$ cat src/rtl/pipe_hazard_ctrl_pkg.sv
// Shared constants and helpers for the pipeline hazard controller.
// Holds FSM encodings, write-back/forward selects, RAW and forward functions.
package pipe_ctrl_pkg;

  localparam logic [0:0] ST_RUN      = 1'b0;
  localparam logic [0:0] ST_MEM_WAIT = 1'b1;

  localparam logic [1:0] MEMTOREG_LOAD = 2'b01;

  localparam logic [1:0] FWD_RF    = 2'b00;
  localparam logic [1:0] FWD_EXMEM = 2'b10;
  localparam logic [1:0] FWD_MEMWB = 2'b01;

  function automatic logic raw_hit(
    input logic       we,
    input logic [4:0] rd,
    input logic [4:0] rs1,
    input logic       rs1_used,
    input logic [4:0] rs2,
    input logic       rs2_used
  );
    return we && (rd != 5'd0) &&
           ((rs1_used && (rs1 == rd)) ||
            (rs2_used && (rs2 == rd)));
  endfunction

  function automatic logic [1:0] fwd_sel(
    input logic       mem_we,
    input logic [4:0] mem_rd,
    input logic       wb_we,
    input logic [4:0] wb_rd,
    input logic [4:0] rs
  );
    if (mem_we && (mem_rd != 5'd0) && (mem_rd == rs))
      return FWD_EXMEM;
    if (wb_we && (wb_rd != 5'd0) && (wb_rd == rs))
      return FWD_MEMWB;
    return FWD_RF;
  endfunction

endpackage

$ cat src/rtl/pipe_hazard_ctrl_if.sv
// Pipeline-side bundle of the hazard controller.
// master = pipeline/decode side, slave = controller. Forward ports need FORWARD_EN.
interface pipe_hazard_ctrl_if #(
  parameter int CNT_W = 32
);
  logic [4:0]       ID_rs1;
  logic [4:0]       ID_rs2;
  logic             ID_rs1_used;
  logic             ID_rs2_used;
  logic [4:0]       EX_rd;
  logic             EX_RegWrite;
  logic [1:0]       EX_MemtoReg;
  logic [4:0]       MEM_rd;
  logic             MEM_RegWrite;
  logic             EX_redirect;
  logic             MEM_req;
  logic             MIO_ready;
  logic             PC_en;
  logic             IF_ID_en;
  logic             IF_ID_flush;
  logic             ID_EX_flush;
  logic             EX_MEM_en;
  logic             MEM_WB_en;
  logic             mem_timeout;
  logic [CNT_W-1:0] stall_cnt;
  logic [CNT_W-1:0] flush_cnt;
  logic [CNT_W-1:0] wait_cnt;
`ifdef FORWARD_EN
  logic [4:0]       EX_rs1;
  logic [4:0]       EX_rs2;
  logic [4:0]       WB_rd;
  logic             WB_RegWrite;
  logic [1:0]       ForwardA;
  logic [1:0]       ForwardB;

  modport master (
    output ID_rs1, ID_rs2, ID_rs1_used, ID_rs2_used,
    output EX_rd, EX_RegWrite, EX_MemtoReg,
    output MEM_rd, MEM_RegWrite,
    output EX_redirect, MEM_req, MIO_ready,
    output EX_rs1, EX_rs2, WB_rd, WB_RegWrite,
    input  PC_en, IF_ID_en, IF_ID_flush, ID_EX_flush,
    input  EX_MEM_en, MEM_WB_en, mem_timeout,
    input  stall_cnt, flush_cnt, wait_cnt,
    input  ForwardA, ForwardB
  );

  modport slave (
    input  ID_rs1, ID_rs2, ID_rs1_used, ID_rs2_used,
    input  EX_rd, EX_RegWrite, EX_MemtoReg,
    input  MEM_rd, MEM_RegWrite,
    input  EX_redirect, MEM_req, MIO_ready,
    input  EX_rs1, EX_rs2, WB_rd, WB_RegWrite,
    output PC_en, IF_ID_en, IF_ID_flush, ID_EX_flush,
    output EX_MEM_en, MEM_WB_en, mem_timeout,
    output stall_cnt, flush_cnt, wait_cnt,
    output ForwardA, ForwardB
  );
`else
  modport master (
    output ID_rs1, ID_rs2, ID_rs1_used, ID_rs2_used,
    output EX_rd, EX_RegWrite, EX_MemtoReg,
    output MEM_rd, MEM_RegWrite,
    output EX_redirect, MEM_req, MIO_ready,
    input  PC_en, IF_ID_en, IF_ID_flush, ID_EX_flush,
    input  EX_MEM_en, MEM_WB_en, mem_timeout,
    input  stall_cnt, flush_cnt, wait_cnt
  );

  modport slave (
    input  ID_rs1, ID_rs2, ID_rs1_used, ID_rs2_used,
    input  EX_rd, EX_RegWrite, EX_MemtoReg,
    input  MEM_rd, MEM_RegWrite,
    input  EX_redirect, MEM_req, MIO_ready,
    output PC_en, IF_ID_en, IF_ID_flush, ID_EX_flush,
    output EX_MEM_en, MEM_WB_en, mem_timeout,
    output stall_cnt, flush_cnt, wait_cnt
  );
`endif
endinterface

$ cat src/rtl/pipe_hazard_ctrl_sat_counter.sv
// Saturating up-counter for performance statistics.
// Ports: clk, rst (sync, active-high), inc, cnt (sticks at all-ones).
module sat_counter #(
  parameter int W = 32
) (
  input  logic         clk,
  input  logic         rst,
  input  logic         inc,
  output logic [W-1:0] cnt
);
  logic [W-1:0] cnt_q, cnt_d;

  always_comb begin
    cnt_d = cnt_q;
    if (inc && !(&cnt_q))
      cnt_d = cnt_q + 1'b1;
  end

  always_ff @(posedge clk) begin
    if (rst) cnt_q <= '0;
    else     cnt_q <= cnt_d;
  end

  assign cnt = cnt_q;
endmodule

$ cat src/rtl/pipe_hazard_ctrl.sv
// 5-stage pipeline hazard/stall/flush sequencer with memory-wait FSM.
// Ports: clk, rst (sync, active-high), bus (slave). FORWARD_EN: load-use stall + forwarding.
module pipe_hazard_ctrl #(
  parameter int CNT_W    = 32,
  parameter int WAIT_MAX = 255
) (
  input logic               clk,
  input logic               rst,
  pipe_hazard_ctrl_if.slave bus
);
  import pipe_ctrl_pkg::*;

  localparam int TW = $clog2(WAIT_MAX + 1);
  localparam logic [TW-1:0] TMAX = TW'(WAIT_MAX);

  logic [0:0]    state_q, state_d;
  logic [TW-1:0] timer_q, timer_d;
  logic          tmo_q, tmo_d;
  logic          hzd_ex;
  logic          data_stall;
  logic          hold;
  logic          do_redir;
  logic          do_stall;
  logic          stall_inc;
  logic          flush_inc;
  logic          wait_inc;

  assign hzd_ex = raw_hit(bus.EX_RegWrite, bus.EX_rd,
                          bus.ID_rs1, bus.ID_rs1_used,
                          bus.ID_rs2, bus.ID_rs2_used);

`ifdef FORWARD_EN
  assign data_stall = hzd_ex &&
                      (bus.EX_MemtoReg == MEMTOREG_LOAD);

  assign bus.ForwardA = fwd_sel(bus.MEM_RegWrite, bus.MEM_rd,
                                bus.WB_RegWrite, bus.WB_rd,
                                bus.EX_rs1);
  assign bus.ForwardB = fwd_sel(bus.MEM_RegWrite, bus.MEM_rd,
                                bus.WB_RegWrite, bus.WB_rd,
                                bus.EX_rs2);
`else
  logic hzd_mem;
  logic unused_memtoreg;

  assign hzd_mem = raw_hit(bus.MEM_RegWrite, bus.MEM_rd,
                           bus.ID_rs1, bus.ID_rs1_used,
                           bus.ID_rs2, bus.ID_rs2_used);
  assign data_stall = hzd_ex | hzd_mem;
  assign unused_memtoreg = ^bus.EX_MemtoReg;
`endif

  // In MEM_WAIT the access is still pending, so only ready releases it.
  assign hold = (state_q == ST_MEM_WAIT) ? !bus.MIO_ready
              : (bus.MEM_req && !bus.MIO_ready);
  assign do_redir = !hold && bus.EX_redirect;
  assign do_stall = !hold && !bus.EX_redirect && data_stall;

  always_comb begin
    bus.PC_en       = 1'b1;
    bus.IF_ID_en    = 1'b1;
    bus.IF_ID_flush = 1'b0;
    bus.ID_EX_flush = 1'b0;
    bus.EX_MEM_en   = 1'b1;
    bus.MEM_WB_en   = 1'b1;
    state_d         = ST_RUN;
    timer_d         = '0;
    tmo_d           = tmo_q;
    stall_inc       = 1'b0;
    flush_inc       = 1'b0;
    wait_inc        = 1'b0;
    unique case (1'b1)
      hold: begin
        bus.PC_en     = 1'b0;
        bus.IF_ID_en  = 1'b0;
        bus.EX_MEM_en = 1'b0;
        bus.MEM_WB_en = 1'b0;
        state_d       = ST_MEM_WAIT;
        wait_inc      = 1'b1;
        if (state_q == ST_RUN)
          timer_d = TW'(1);
        else if (timer_q == TMAX)
          timer_d = timer_q;
        else
          timer_d = timer_q + 1'b1;
        if (timer_d == TMAX)
          tmo_d = 1'b1;
      end
      do_redir: begin
        bus.IF_ID_flush = 1'b1;
        bus.ID_EX_flush = 1'b1;
        flush_inc       = 1'b1;
      end
      do_stall: begin
        bus.PC_en       = 1'b0;
        bus.IF_ID_en    = 1'b0;
        bus.ID_EX_flush = 1'b1;
        stall_inc       = 1'b1;
      end
      default: ;
    endcase
  end

  always_ff @(posedge clk) begin
    if (rst) begin
      state_q <= ST_RUN;
      timer_q <= '0;
      tmo_q   <= 1'b0;
    end else begin
      state_q <= state_d;
      timer_q <= timer_d;
      tmo_q   <= tmo_d;
    end
  end

  assign bus.mem_timeout = tmo_q;

  sat_counter #(.W(CNT_W)) u_stall_cnt (
    .clk (clk),
    .rst (rst),
    .inc (stall_inc),
    .cnt (bus.stall_cnt)
  );

  sat_counter #(.W(CNT_W)) u_flush_cnt (
    .clk (clk),
    .rst (rst),
    .inc (flush_inc),
    .cnt (bus.flush_cnt)
  );

  sat_counter #(.W(CNT_W)) u_wait_cnt (
    .clk (clk),
    .rst (rst),
    .inc (wait_inc),
    .cnt (bus.wait_cnt)
  );
endmodule
$ cat src/flat_wrapper.sv
// flat-port wrapper written by rule: the top's interface ports become plain ports
module pipe_hazard_ctrl_flat import pipe_ctrl_pkg::*;
#(
  parameter int CNT_W    = 32,
  parameter int WAIT_MAX = 255
)
  (clk, rst, bus_ID_rs1, bus_ID_rs2, bus_ID_rs1_used, bus_ID_rs2_used, bus_EX_rd, bus_EX_RegWrite, bus_EX_MemtoReg, bus_MEM_rd, bus_MEM_RegWrite, bus_EX_redirect, bus_MEM_req, bus_MIO_ready, bus_PC_en, bus_IF_ID_en, bus_IF_ID_flush, bus_ID_EX_flush, bus_EX_MEM_en, bus_MEM_WB_en, bus_mem_timeout, bus_stall_cnt, bus_flush_cnt, bus_wait_cnt);
  pipe_hazard_ctrl_if #(.CNT_W(CNT_W)) bus_i ();
  input logic clk;
  input logic rst;
  input wire logic [$bits(bus_i.ID_rs1)-1:0] bus_ID_rs1;
  input wire logic [$bits(bus_i.ID_rs2)-1:0] bus_ID_rs2;
  input wire logic [$bits(bus_i.ID_rs1_used)-1:0] bus_ID_rs1_used;
  input wire logic [$bits(bus_i.ID_rs2_used)-1:0] bus_ID_rs2_used;
  input wire logic [$bits(bus_i.EX_rd)-1:0] bus_EX_rd;
  input wire logic [$bits(bus_i.EX_RegWrite)-1:0] bus_EX_RegWrite;
  input wire logic [$bits(bus_i.EX_MemtoReg)-1:0] bus_EX_MemtoReg;
  input wire logic [$bits(bus_i.MEM_rd)-1:0] bus_MEM_rd;
  input wire logic [$bits(bus_i.MEM_RegWrite)-1:0] bus_MEM_RegWrite;
  input wire logic [$bits(bus_i.EX_redirect)-1:0] bus_EX_redirect;
  input wire logic [$bits(bus_i.MEM_req)-1:0] bus_MEM_req;
  input wire logic [$bits(bus_i.MIO_ready)-1:0] bus_MIO_ready;
  output wire logic [$bits(bus_i.PC_en)-1:0] bus_PC_en;
  output wire logic [$bits(bus_i.IF_ID_en)-1:0] bus_IF_ID_en;
  output wire logic [$bits(bus_i.IF_ID_flush)-1:0] bus_IF_ID_flush;
  output wire logic [$bits(bus_i.ID_EX_flush)-1:0] bus_ID_EX_flush;
  output wire logic [$bits(bus_i.EX_MEM_en)-1:0] bus_EX_MEM_en;
  output wire logic [$bits(bus_i.MEM_WB_en)-1:0] bus_MEM_WB_en;
  output wire logic [$bits(bus_i.mem_timeout)-1:0] bus_mem_timeout;
  output wire logic [$bits(bus_i.stall_cnt)-1:0] bus_stall_cnt;
  output wire logic [$bits(bus_i.flush_cnt)-1:0] bus_flush_cnt;
  output wire logic [$bits(bus_i.wait_cnt)-1:0] bus_wait_cnt;
  assign bus_i.ID_rs1 = bus_ID_rs1;
  assign bus_i.ID_rs2 = bus_ID_rs2;
  assign bus_i.ID_rs1_used = bus_ID_rs1_used;
  assign bus_i.ID_rs2_used = bus_ID_rs2_used;
  assign bus_i.EX_rd = bus_EX_rd;
  assign bus_i.EX_RegWrite = bus_EX_RegWrite;
  assign bus_i.EX_MemtoReg = bus_EX_MemtoReg;
  assign bus_i.MEM_rd = bus_MEM_rd;
  assign bus_i.MEM_RegWrite = bus_MEM_RegWrite;
  assign bus_i.EX_redirect = bus_EX_redirect;
  assign bus_i.MEM_req = bus_MEM_req;
  assign bus_i.MIO_ready = bus_MIO_ready;
  assign bus_PC_en = bus_i.PC_en;
  assign bus_IF_ID_en = bus_i.IF_ID_en;
  assign bus_IF_ID_flush = bus_i.IF_ID_flush;
  assign bus_ID_EX_flush = bus_i.ID_EX_flush;
  assign bus_EX_MEM_en = bus_i.EX_MEM_en;
  assign bus_MEM_WB_en = bus_i.MEM_WB_en;
  assign bus_mem_timeout = bus_i.mem_timeout;
  assign bus_stall_cnt = bus_i.stall_cnt;
  assign bus_flush_cnt = bus_i.flush_cnt;
  assign bus_wait_cnt = bus_i.wait_cnt;
  pipe_hazard_ctrl #(.CNT_W(CNT_W), .WAIT_MAX(WAIT_MAX)) u_core (.clk(clk), .rst(rst), .bus(bus_i));
endmodule
$ cat config.mk
export PLATFORM = sky130hd
export DESIGN_NAME = pipe_hazard_ctrl_flat
export DESIGN_NICKNAME = d
export VERILOG_FILES = /design/src/rtl/pipe_hazard_ctrl_pkg.sv /design/src/rtl/pipe_hazard_ctrl_if.sv /design/src/rtl/pipe_hazard_ctrl_sat_counter.sv /design/src/rtl/pipe_hazard_ctrl.sv /design/src/flat_wrapper.sv
export SDC_FILE = /design/constraint.sdc
export NUM_CORES = 1
export LEC_CHECK = 0
export ABC_AREA = 1
export CAP_MARGIN = 25
export CORE_ASPECT_RATIO = 1.4
export CORE_MARGIN = 1.5
export CORE_UTILIZATION = 48
export DETAILED_ROUTE_END_ITERATION = 10
export PLACE_DENSITY = 0.78
export RECOVER_POWER = 100
export SYNTH_ARGS = -nofsm -noshare
export SYNTH_HDL_FRONTEND = slang
export SYNTH_SLANG_ARGS = --single-unit
$ cat constraint.sdc
create_clock -name clk -period 1.64 [get_ports clk]
set_input_delay 0.246 -clock clk [delete_from_list [all_inputs] [get_ports clk]]
set_output_delay 0.246 -clock clk [all_outputs]
set_load 0.1 [all_outputs]
==> summary.md <==
| Metric | Value |
|---|---|
| Status | complete, but fails checks |
| Violated checks | setup timing |
| Clock sinks | 106 |
| Number of I/O port buffers | 131 |
| Worst-margin pin slew | 0.704 ns |
| Peak supply drop | 0.502 mV |
| Final worst slack | -0.312 ns |
| Endpoint type of the worst setup path | flip-flop |
| Post-synth top area share | 0.309 |
| DR vias | 9864 |
| Synth Register Bits | 106 |
| Cells after Synth | 1127 |
| Dpl ws | -0.545 ns |
| Max-slew violation count | 0 |
| Die width | 104 um |
| Clock Path Buffers | 2 |
| Ys Warns | 0 |
| Final Skew | 0.0119 ns |
| DP HPWL | 17.3 mm |
| Setup CP Type | flip-flop to flip-flop |
| RSZ-0062 raised after global routing | yes |
| Final Hold Viols | 0 |
| Cell taking the most area after synthesis | dfxtp_1 |
| # IOs | 134 |
| Hold Path Class | primary input to flip-flop |
| DR pass1 iterations | 6 |
| Slew margin rel. | 0.530 |
| Area of the core | 0.0140 sq mm |
| Via density | 6.17 |
| Final period util | 1.19 |
| Initial core utilization | 0.492 |
| Worst EP required | 1.90 ns |
| FF+latch area | 0.00240 sq mm |
| Rows | 51 |
| Die Footprint | 0.0151 sq mm |
| Worst-path fanout max | 8 |
| # nets final | 1444 |
| Synth area leaders | dfxtp_1 31%, nand2_1 23%, nor2_1 8.5%, a21oi_1 6.8%, xor2_1 5.5% |
| Filler Cell Count | 628 |
| Wire length per cell | 21.4 um |
| Synthesized area per cell | 6.10 sq um |
| Max Freq | 512 MHz |
| # diodes | 0 |
| Initial antenna violation count | 0 |
| Clk_lat worst skew | 0.37 ns |
| Share of cells above drive strength 1 | 0.462 |
| Maxcap violations | 0 |
| Vias in the first global route | 8306 |
| Remaining DRCs | 0 |
| Critical path startpoint category | flip-flop |
| Starting DRC count in detailed routing | 1126 |
| Antenna viol nets, final | 0 |
| Synth Cell Area | 0.00687 sq mm |
| Clock slew seen by the registers of the worst setup and hold paths | 0.07 ns |
| Worst EP arrival | 2.21 ns |
| Largest net degree at the start of global routing | 45 |
| Syn nets | 1162 |
| CTS tree | yes |
| # hold bufs at CTS | 0 |
| Post-synth cell types | 31 |
| Die Y | 145 um |
| Leak | 4.94 nW |
| GR Util All Layers | 0.323 |
| H-tree lvl count | 3 |
| WL final | 34.2 mm |
| # setup viols final | 78 |
| First-pass GRT wire length | 39.2 mm |
| Final GP Congestion | 0.949 |
| Number of buffers created by CTS | 9 |
| PwrDens | 455 mW/mm^2 |
| Register area share after synthesis | 0.309 |
| Min Clock Period, post-route | 1.95 ns |
| Multi-input gate area | 0.00531 sq mm |
| DP Cell Count | 1540 |
| Grt total ovfl | 0 |
| Post-Layout Cell Count | 1599 |
| Clock Tree Root | clkbuf_16 |
| Area growth from synthesis to layout | 76.0% |
-- critical path, stage by stage (launching register included) --
cell and delay (ns):
dfxtp_4 0.38, nand2_4 0.06, nor2_4 0.13, nand4_1 0.22
nor3_2 0.32, nand2_2 0.17, nand2_8 0.15, buf_12 0.16
o21ai_2 0.08, nand2_1 0.11, nor2_1 0.05
-- power breakdown --
part	total, mW	leakage [nW]	switching [mW]	internal (mW)
combinational	0.875	3.89	0.560	0.315
clock	2.12	0.123	1.08	1.04
sequential	2.51	0.923	0.0185	2.49
-- cells in the mapped netlist (all sizes together) --
cell    number
inv         87
nor3        35
nor2       161
a21oi       94
nand3b      19
nand2      424
clkbuf      17
dfxtp      106
a31oi        1
buf         18
nand3       31
nor3b        2
xnor2       19
xor2        43
or2          1
ha           4
o21ai       18
o211ai       1
nand4       46
-- per-layer routing --
metal	vias up	share of wire	track usage
met3	347	0.096	0.0514
met1	4479	0.32	0.340
met5	-	0	0
met4	0	0.10	0.212
met2	869	0.48	0.598
li1	4169	-	-
-- state kept, by name (all words and copies together) (netlist names) --
name	cells
u_core.bus.mem_timeout	1
u_core.state_q	1
u_core.timer_q	8
u_core.u_flush_cnt.cnt	32
u_core.u_stall_cnt.cnt	32
u_core.u_wait_cnt.cnt	32
-- cell families (layout without fill, tap and decap cells) --
group,Yosys count,after routing,synth area share
compound gates,114,114,0.0836
xor+xnor,62,62,0.0790
fa+ha+maj,4,4,0.00728
buf+inv,122,409,0.0778
flops,106,106,0.309
simple gates,719,719,0.444
-- worst paths after layout --
check | startpoint | endpoint | slack [ns] | cells after the start
setup / recovery | u_core.u_flush_cnt.cnt[16] | u_core.u_flush_cnt.cnt[2] | -0.31 | 10
hold / removal | rst | u_core.state_q | 0.28 | 3
setup reg to reg | u_core.u_flush_cnt.cnt[16] | u_core.u_flush_cnt.cnt[2] | -0.31 | 10
hold reg to reg | u_core.bus.mem_timeout | u_core.bus.mem_timeout | 0.51 | 2
-- metrics by stage --
stage / instance area (sq um) / total power, mW / setup TNS, ns / hold slack (ns) / utilization
detailed placement: 10700 / 3.30 / -28.31 / 0.486 / 0.764
global placement: 10700 / 3.29 / -26.37 / 0.481 / 0.764
finish: 12100 / 5.50 / -10.99 / 0.278 / 0.865
floorplan: 7320 / 3.00 / -23.75 / 0.334 / -
global route: 12100 / 5.59 / -16.97 / 0.301 / 0.865
CTS: 11300 / 5.29 / -0.769 / 0.283 / 0.806
-- timing repair --
action                                  in CTS  in global routing
endpoints found under the setup margin      94                 98
resized for setup                           69                294
setup buffers                               14                 28
cloned                                       3                  4
pin swaps                                   23                 90
-- cells in the final DEF, fill, tap and decap left out, drive strengths merged --
cell type	n
a21oi	94
a31oi	1
buf	259
clkbuf	43
clkdlybuf4s15	5
clkdlybuf4s50	4
clkinv	2
clkinvlp	3
dfxtp	106
dlygate4sd2	7
ha	4
inv	86
nand2	424
nand3	31
nand3b	19
nand4	46
nor2	161
nor3	35
nor3b	2
o211ai	1
o21ai	18
or2	1
xnor2	19
xor2	43
-- layout make-up --
type                    instances  area share
clock buffers                  12      0.0196
multi-input cells             899       0.439
well taps                     185      0.0191
flip-flops and latches        106       0.199
inverters                      87      0.0288
repair buffers                306       0.293
clock inverters                 4     0.00238
Note: power is estimated with default switching activity, not from simulation.
